==> src/rtl/mem_sched_pkg.sv <==
// Shared configuration for the memory request scheduler: default widths,
// port/requester relation check and the read-tag record.
package mem_sched_pkg;

    localparam int DATA_WIDTH_DEF = 8;
    localparam int ADDR_WIDTH_DEF = 4;
    localparam int NUM_PORTS_DEF  = 4;
    localparam int NUM_REQ_DEF    = 8;

    function automatic int tag_id_width(input int num_req);
        return (num_req <= 1) ? 1 : $clog2(num_req);
    endfunction

    localparam int TAG_ID_W = tag_id_width(NUM_REQ_DEF);

    // One tag per memory port: which requester a read issued on that port belongs to.
    typedef struct packed {
        logic                valid;
        logic [TAG_ID_W-1:0] id;
    } tag_t;

    function automatic bit cfg_ok(input int num_ports, input int num_req);
        return (num_ports >= 1) && (num_req >= num_ports) &&
               (tag_id_width(num_req) <= TAG_ID_W);
    endfunction

endpackage

==> src/rtl/rr_port_alloc.sv <==
// Rotating requester scan that packs eligible requests onto free memory ports,
// deferring any write whose address was already granted to an earlier write.
module rr_port_alloc
    import mem_sched_pkg::*;
#(
    parameter int ADDR_WIDTH = ADDR_WIDTH_DEF,
    parameter int NUM_PORTS  = NUM_PORTS_DEF,
    parameter int NUM_REQ    = NUM_REQ_DEF,
    parameter int ID_W       = tag_id_width(NUM_REQ)
) (
    input  logic [NUM_REQ-1:0]            req_valid,
    input  logic [NUM_REQ-1:0]            req_we,
    input  logic [NUM_REQ*ADDR_WIDTH-1:0] req_addr,
    input  logic [ID_W-1:0]               rr_ptr,
    output logic [NUM_REQ-1:0]            grant,
    output logic [NUM_PORTS-1:0]          port_used,
    output logic [NUM_PORTS*ID_W-1:0]     port_id,
    output logic [ID_W-1:0]               last_win,
    output logic                          any_grant
);

    localparam int NUM_ADDR = 1 << ADDR_WIDTH;

    // Scan requesters from rr_ptr, granting onto the lowest free port.
    always_comb begin
        logic [NUM_ADDR-1:0]   wr_taken;
        logic [ADDR_WIDTH-1:0] addr;
        logic                  elig;
        int                    idx;
        int                    nport;
        grant     = '0;
        port_used = '0;
        port_id   = '0;
        last_win  = rr_ptr;
        any_grant = 1'b0;
        wr_taken  = '0;
        addr      = '0;
        elig      = 1'b0;
        idx       = 0;
        nport     = 0;
        for (int k = 0; k < NUM_REQ; k++) begin
            idx  = (int'(rr_ptr) + k >= NUM_REQ) ? int'(rr_ptr) + k - NUM_REQ
                                                   : int'(rr_ptr) + k;
            addr = req_addr[idx*ADDR_WIDTH +: ADDR_WIDTH];
            elig = req_valid[idx] && (nport < NUM_PORTS) &&
                   !(req_we[idx] && wr_taken[addr]);
            if (elig) begin
                grant[idx]                   = 1'b1;
                port_used[nport]             = 1'b1;
                port_id[nport*ID_W +: ID_W]  = ID_W'(idx);
                wr_taken[addr]               = wr_taken[addr] | req_we[idx];
                last_win                     = ID_W'(idx);
                any_grant                    = 1'b1;
                nport                        = nport + 1;
            end else begin
                grant[idx] = 1'b0;
            end
        end
    end

endmodule

==> src/rtl/mem_req_sched.sv <==
// Multi-requester scheduler in front of multi_port_memory: round-robin port
// packing, write-collision deferral and tagged one-cycle read-response routing.
module mem_req_sched
    import mem_sched_pkg::*;
#(
    parameter int DATA_WIDTH = DATA_WIDTH_DEF,
    parameter int ADDR_WIDTH = ADDR_WIDTH_DEF,
    parameter int NUM_PORTS  = NUM_PORTS_DEF,
    parameter int NUM_REQ    = NUM_REQ_DEF
) (
    input  logic                            clk,
    input  logic                            rst,
    input  logic [NUM_REQ-1:0]              req_valid,
    input  logic [NUM_REQ-1:0]              req_we,
    input  logic [NUM_REQ*ADDR_WIDTH-1:0]   req_addr,
    input  logic [NUM_REQ*DATA_WIDTH-1:0]   req_wdata,
    output logic [NUM_REQ-1:0]              req_ready,
    output logic [NUM_REQ-1:0]              rsp_valid,
    output logic [NUM_REQ*DATA_WIDTH-1:0]   rsp_rdata,
    output logic [NUM_PORTS-1:0]            mem_we,
    output logic [NUM_PORTS*ADDR_WIDTH-1:0] mem_addr,
    output logic [NUM_PORTS*DATA_WIDTH-1:0] mem_wdata,
    output logic [NUM_PORTS-1:0]            mem_re,
    output logic [NUM_PORTS*ADDR_WIDTH-1:0] mem_raddr,
    input  logic [NUM_PORTS*DATA_WIDTH-1:0] mem_rdata
);

    localparam int ID_W = tag_id_width(NUM_REQ);

    if (!cfg_ok(NUM_PORTS, NUM_REQ)) begin : g_bad_cfg
        $error("mem_req_sched: NUM_REQ must be >= NUM_PORTS and fit the tag id");
    end

    logic [ID_W-1:0]           rr_ptr_q, rr_ptr_d;
    tag_t [NUM_PORTS-1:0]      tag_q, tag_d;
    logic [NUM_REQ-1:0]        alloc_valid_s;
    logic [NUM_REQ-1:0]        grant_s;
    logic [NUM_PORTS-1:0]      port_used_s;
    logic [NUM_PORTS*ID_W-1:0] port_id_s;
    logic [ID_W-1:0]           last_win_s;
    logic                      any_grant_s;

    // Nothing may be accepted or issued while reset is held.
    assign alloc_valid_s = req_valid & ~{NUM_REQ{rst}};
    assign req_ready     = grant_s;

    rr_port_alloc #(
        .ADDR_WIDTH (ADDR_WIDTH),
        .NUM_PORTS  (NUM_PORTS),
        .NUM_REQ    (NUM_REQ),
        .ID_W       (ID_W)
    ) u_alloc (
        .req_valid  (alloc_valid_s),
        .req_we     (req_we),
        .req_addr   (req_addr),
        .rr_ptr     (rr_ptr_q),
        .grant      (grant_s),
        .port_used  (port_used_s),
        .port_id    (port_id_s),
        .last_win   (last_win_s),
        .any_grant  (any_grant_s)
    );

    // Drive each memory port from its assigned requester and build the next tags.
    always_comb begin
        logic [ID_W-1:0] sel;
        mem_we    = '0;
        mem_addr  = '0;
        mem_wdata = '0;
        mem_re    = '0;
        mem_raddr = '0;
        tag_d     = '0;
        sel       = '0;
        for (int p = 0; p < NUM_PORTS; p++) begin
            sel = port_id_s[p*ID_W +: ID_W];
            if (port_used_s[p]) begin
                if (req_we[sel]) begin
                    mem_we[p]                              = 1'b1;
                    mem_addr[p*ADDR_WIDTH +: ADDR_WIDTH]   = req_addr[int'(sel)*ADDR_WIDTH +: ADDR_WIDTH];
                    mem_wdata[p*DATA_WIDTH +: DATA_WIDTH]  = req_wdata[int'(sel)*DATA_WIDTH +: DATA_WIDTH];
                end else begin
                    mem_re[p]                              = 1'b1;
                    mem_raddr[p*ADDR_WIDTH +: ADDR_WIDTH]  = req_addr[int'(sel)*ADDR_WIDTH +: ADDR_WIDTH];
                    tag_d[p].valid                         = 1'b1;
                    tag_d[p].id                            = TAG_ID_W'(sel);
                end
            end else begin
                tag_d[p] = '0;
            end
        end
    end

    // Pointer moves just past the last winner so every winner yields next cycle.
    always_comb begin
        if (any_grant_s) begin
            rr_ptr_d = (int'(last_win_s) == NUM_REQ - 1) ? '0 : last_win_s + ID_W'(1);
        end else begin
            rr_ptr_d = rr_ptr_q;
        end
    end

    // Tag ids are unique per cycle, so OR-merging the ports never collides.
    always_comb begin
        rsp_valid = '0;
        rsp_rdata = '0;
        for (int p = 0; p < NUM_PORTS; p++) begin
            rsp_valid[tag_q[p].id] = rsp_valid[tag_q[p].id] | tag_q[p].valid;
            rsp_rdata[int'(tag_q[p].id)*DATA_WIDTH +: DATA_WIDTH] =
                rsp_rdata[int'(tag_q[p].id)*DATA_WIDTH +: DATA_WIDTH] |
                (mem_rdata[p*DATA_WIDTH +: DATA_WIDTH] & {DATA_WIDTH{tag_q[p].valid}});
        end
    end

    // Scheduler state; reset drops any in-flight read tags.
    always_ff @(posedge clk or posedge rst) begin
        if (rst) begin
            rr_ptr_q <= '0;
            tag_q    <= '0;
        end else begin
            rr_ptr_q <= rr_ptr_d;
            tag_q    <= tag_d;
        end
    end

endmodule

==> config.mk <==
export PLATFORM = sky130hd
export DESIGN_NAME = mem_req_sched
export DESIGN_NICKNAME = d
export VERILOG_FILES = /design/src/rtl/mem_sched_pkg.sv /design/src/rtl/rr_port_alloc.sv /design/src/rtl/mem_req_sched.sv
export SDC_FILE = /design/constraint.sdc
export NUM_CORES = 1
export LEC_CHECK = 0
export CAP_MARGIN = 20
export CORE_ASPECT_RATIO = 0.5
export CORE_MARGIN = 10
export CORE_UTILIZATION = 35
export DETAILED_ROUTE_END_ITERATION = 12
export PLACE_DENSITY = 0.55
export SLEW_MARGIN = 20
export SYNTH_ARGS = -nofsm -noshare
export SYNTH_HDL_FRONTEND = slang
export SYNTH_SLANG_ARGS = --single-unit
==> constraint.sdc <==
create_clock -name clk -period 24.8 [get_ports clk]
set_input_delay 3.72 -clock clk [delete_from_list [all_inputs] [get_ports clk]]
set_output_delay 3.72 -clock clk [all_outputs]
set_load 0.01 [all_outputs]
==> results by group <==
STA
  – Setup TNS: 0 ns
  – Final setup viols: 0
  – Hold violation count in the final report: 0
  – Clock skew: 0.00278 ns
  – Slew Viols, Final: 0
  – Max frequency: 0.0418 GHz
  – Worst Max-Slew Pin Slew: 1.17 ns
  – Rel. slew slack: 21.1%
  – Setup WS post-layout: 0.895 ns
  – RSZ-0062 raised after global routing: false
  – Final min period: 23.90 ns
  – Period utilisation layout: 96.4%

Setup path
  – CP Class: input port to primary output
  – CP peak stage delay: 0.73 ns
  – Crit path max fanout: 18
  – Crit-path most repeated cell: nand2_1
  – Slowest CP cell: clkdlybuf4s50_1
  – Critical Path RT: 21.08 ns
  – Startpoint types: input port
  – CP arrival: 20.18 ns
  – Setup crit end kind: primary output

Placement
  – Gp weighted congestion: 1.06
  – Port Buffers: 297
  – DP Worst Slack: 0.843 ns
  – DP Cell Count: 4616
  – Post-DP HPWL: 103000 um

GRT
  – First-pass GRT wire length: 187000 um
  – Vias in the first global route: 28142
  – Total track usage: 29.4%
  – GR Overflow Total: 0
  – Largest net degree at the start of global routing: 49
  – Initial antenna violation count: 5

Routing
  – Initial drt markers: 3888
  – Drt first pass iters: 6
  – Vias: 30122
  – Via-to-Cell Ratio: 6.52
  – Routed len/inst: 27.5 um
  – DRC: 0
  – Antenna Nets Post-Route: 0
  – Routed WL: 127000 um

Floorplanning
  – Initial core utilization: 35.3%
  – I/O pin count: 298
  – Die width: 393 um
  – # rows: 68
  – Core area: 68900 sq um
  – Die Y: 206 um
  – Die Area: 81100 sq um

Final layout
  – P&R area growth vs syn: 16.0%
  – FILL cells: 7222
  – Finished Core Util: 40.9%
  – Final non-filler cell total: 4622
  – Total Nets Final: 3965
  – Layout cells sized above 1: 10.4%

Clocking
  – H-Tree Level Count: 1
  – Post CTS Setup Buffer Count: 0
  – Clock Sinks: 19
  – CTS buffer count: 3
  – CTS tree: yes
  – Gates resized, CTS repair: 0
  – Clock root cell: clkbuf_16
  – Latest clock arrival within the worst-skew pair: 0.27 ns
  – CTS Hold Bufs: 0
  – CTS max path bufs: 2
  – Clock-pin slew on the worst setup and hold paths: 0.07 ns

Synthesis
  – Post-Synthesis Net Count: 3840
  – Mean Syn Cell Area: 6.78 sq um
  – Library cells used by synthesis: 127
  – Top_reg_cell synth: dfrtp_1
  – EDFF count, synth: 0
  – Seq/Total Area, Yosys: 1.96%
  – Asr flop ratio synth: 100%
  – Yosys warning count: 0
  – FF+latch count, synth: 19
  – Most frequent cell after synthesis: nand2_1
  – Top-area cell type share of the netlist area: 12.8%
  – Area contributors post-synth: mux2i_1 13%, nand2_1 7.3%, mux4_2 7.0%
  – Mapped Area: 24300 sq um
  – Cells after synthesis: 3586
  – Post-synth top cells: 472 x nand2_1, 414 x nor2_1, 311 x mux2i_1, 238 x a21oi_1, 192 x clkbuf_1
  – Post-synth top area cell: mux2i_1

Flow run
  – Max_cap viols: 0

Run status
  – Run status: finished, final reports clean

Worst hold path
  – Worst hold path type: register to register
## sequential cells by signal, indices dropped and copies added, names as in the netlist
| register | cells |
|---|---|
| rr_ptr_q | 3 |
| tag_q | 16 |
## through the flow
step           hold WS [ns]  area [sq um]
2_1_floorplan          1.45         24300
3_3_place_gp          0.925         28100
3_5_place_dp          0.923         28100
4_1_cts               0.941         28200
5_1_grt               0.969         28200
6_report              0.995         28200
## critical path: cells and delay by family
kind            cells  cell delay, ns
compound gates     14            4.15
xor+xnor            3            0.93
fa+ha+maj           6            2.16
buf+inv             6            1.98
mux                 5            2.19
simple gates       19            4.99
## layout make-up
type / count / area, sq um / area share (%)
inverters: 101 / 382 / 1.35
diodes: 2 / 5.00 / 0.0177
clock inverters: 1 / 5.00 / 0.0177
flip-flops and latches: 19 / 480 / 1.70
multi-input cells: 3184 / 22300 / 79.2
well taps: 910 / 1140 / 4.04
clock buffers: 3 / 75.1 / 0.266
repair buffers: 402 / 3780 / 13.4
## cells in the final DEF (no fill, tap or decap), drive strengths merged, types with 32 or more instances in the layout
| cell type | n |
|---|---|
| mux2 | 91 |
| and2 | 60 |
| and3 | 48 |
| nor3 | 158 |
| a22oi | 58 |
| mux2i | 314 |
| buf | 105 |
| clkdlybuf4s50 | 297 |
| nor4 | 32 |
| ha | 103 |
| a21oi | 244 |
| nor2 | 417 |
| nand3 | 116 |
| nand2b | 47 |
| mux4 | 76 |
| o21ai | 189 |
| a31oi | 49 |
| nor2b | 32 |
| o31ai | 50 |
| a211oi | 45 |
| nand2 | 473 |
| inv | 97 |
| xnor2 | 45 |
## per-layer routing
| layer | global-route usage [%] | vias to the layer above | wire (um) |
|---|---|---|---|
| met3 | 4.74 | 250 | 10400 |
| li1 | - | 13781 | - |
| met1 | 38.4 | 14563 | 53600 |
| met2 | 49.3 | 1526 | 58200 |
| met5 | 0 | - | 12 |
| met4 | 9.26 | 2 | 4660 |
## kinds of logic after synthesis
group / count (synthesis) / synth area share (%)
and+or+nand+nor: 1509 / 29.3
AOI/OAI and AO/OA: 1021 / 29.6
muxes: 481 / 24.3
buffers and inverters: 383 / 6.71
adders and majority gates: 108 / 5.71
xor gates and xnor gates: 65 / 2.37
DFF: 19 / 1.96
## final timing paths
path                                               from                 endpoint  slack [ns]  cells past startpoint
worst min-delay path            rr_ptr_q[1]$_DFFE_PP0P_  rr_ptr_q[1]$_DFFE_PP0P_        0.99                      1
worst min register to register  rr_ptr_q[1]$_DFFE_PP0P_  rr_ptr_q[1]$_DFFE_PP0P_        0.99                      1
worst max register to register  rr_ptr_q[0]$_DFFE_PP0P_       tag_q[8]$_DFF_PP0_        6.98                     54
min in group asynchronous                           rst  rr_ptr_q[2]$_DFFE_PP0P_        4.45                      2
max in group asynchronous                           rst      tag_q[11]$_DFF_PP0_       19.84                      3
worst max-delay path                        req_addr[4]            mem_wdata[10]        0.90                     53
Power is not shown: default switching activity piles up to over one toggle a cycle in this logic, so the estimate is an artifact.
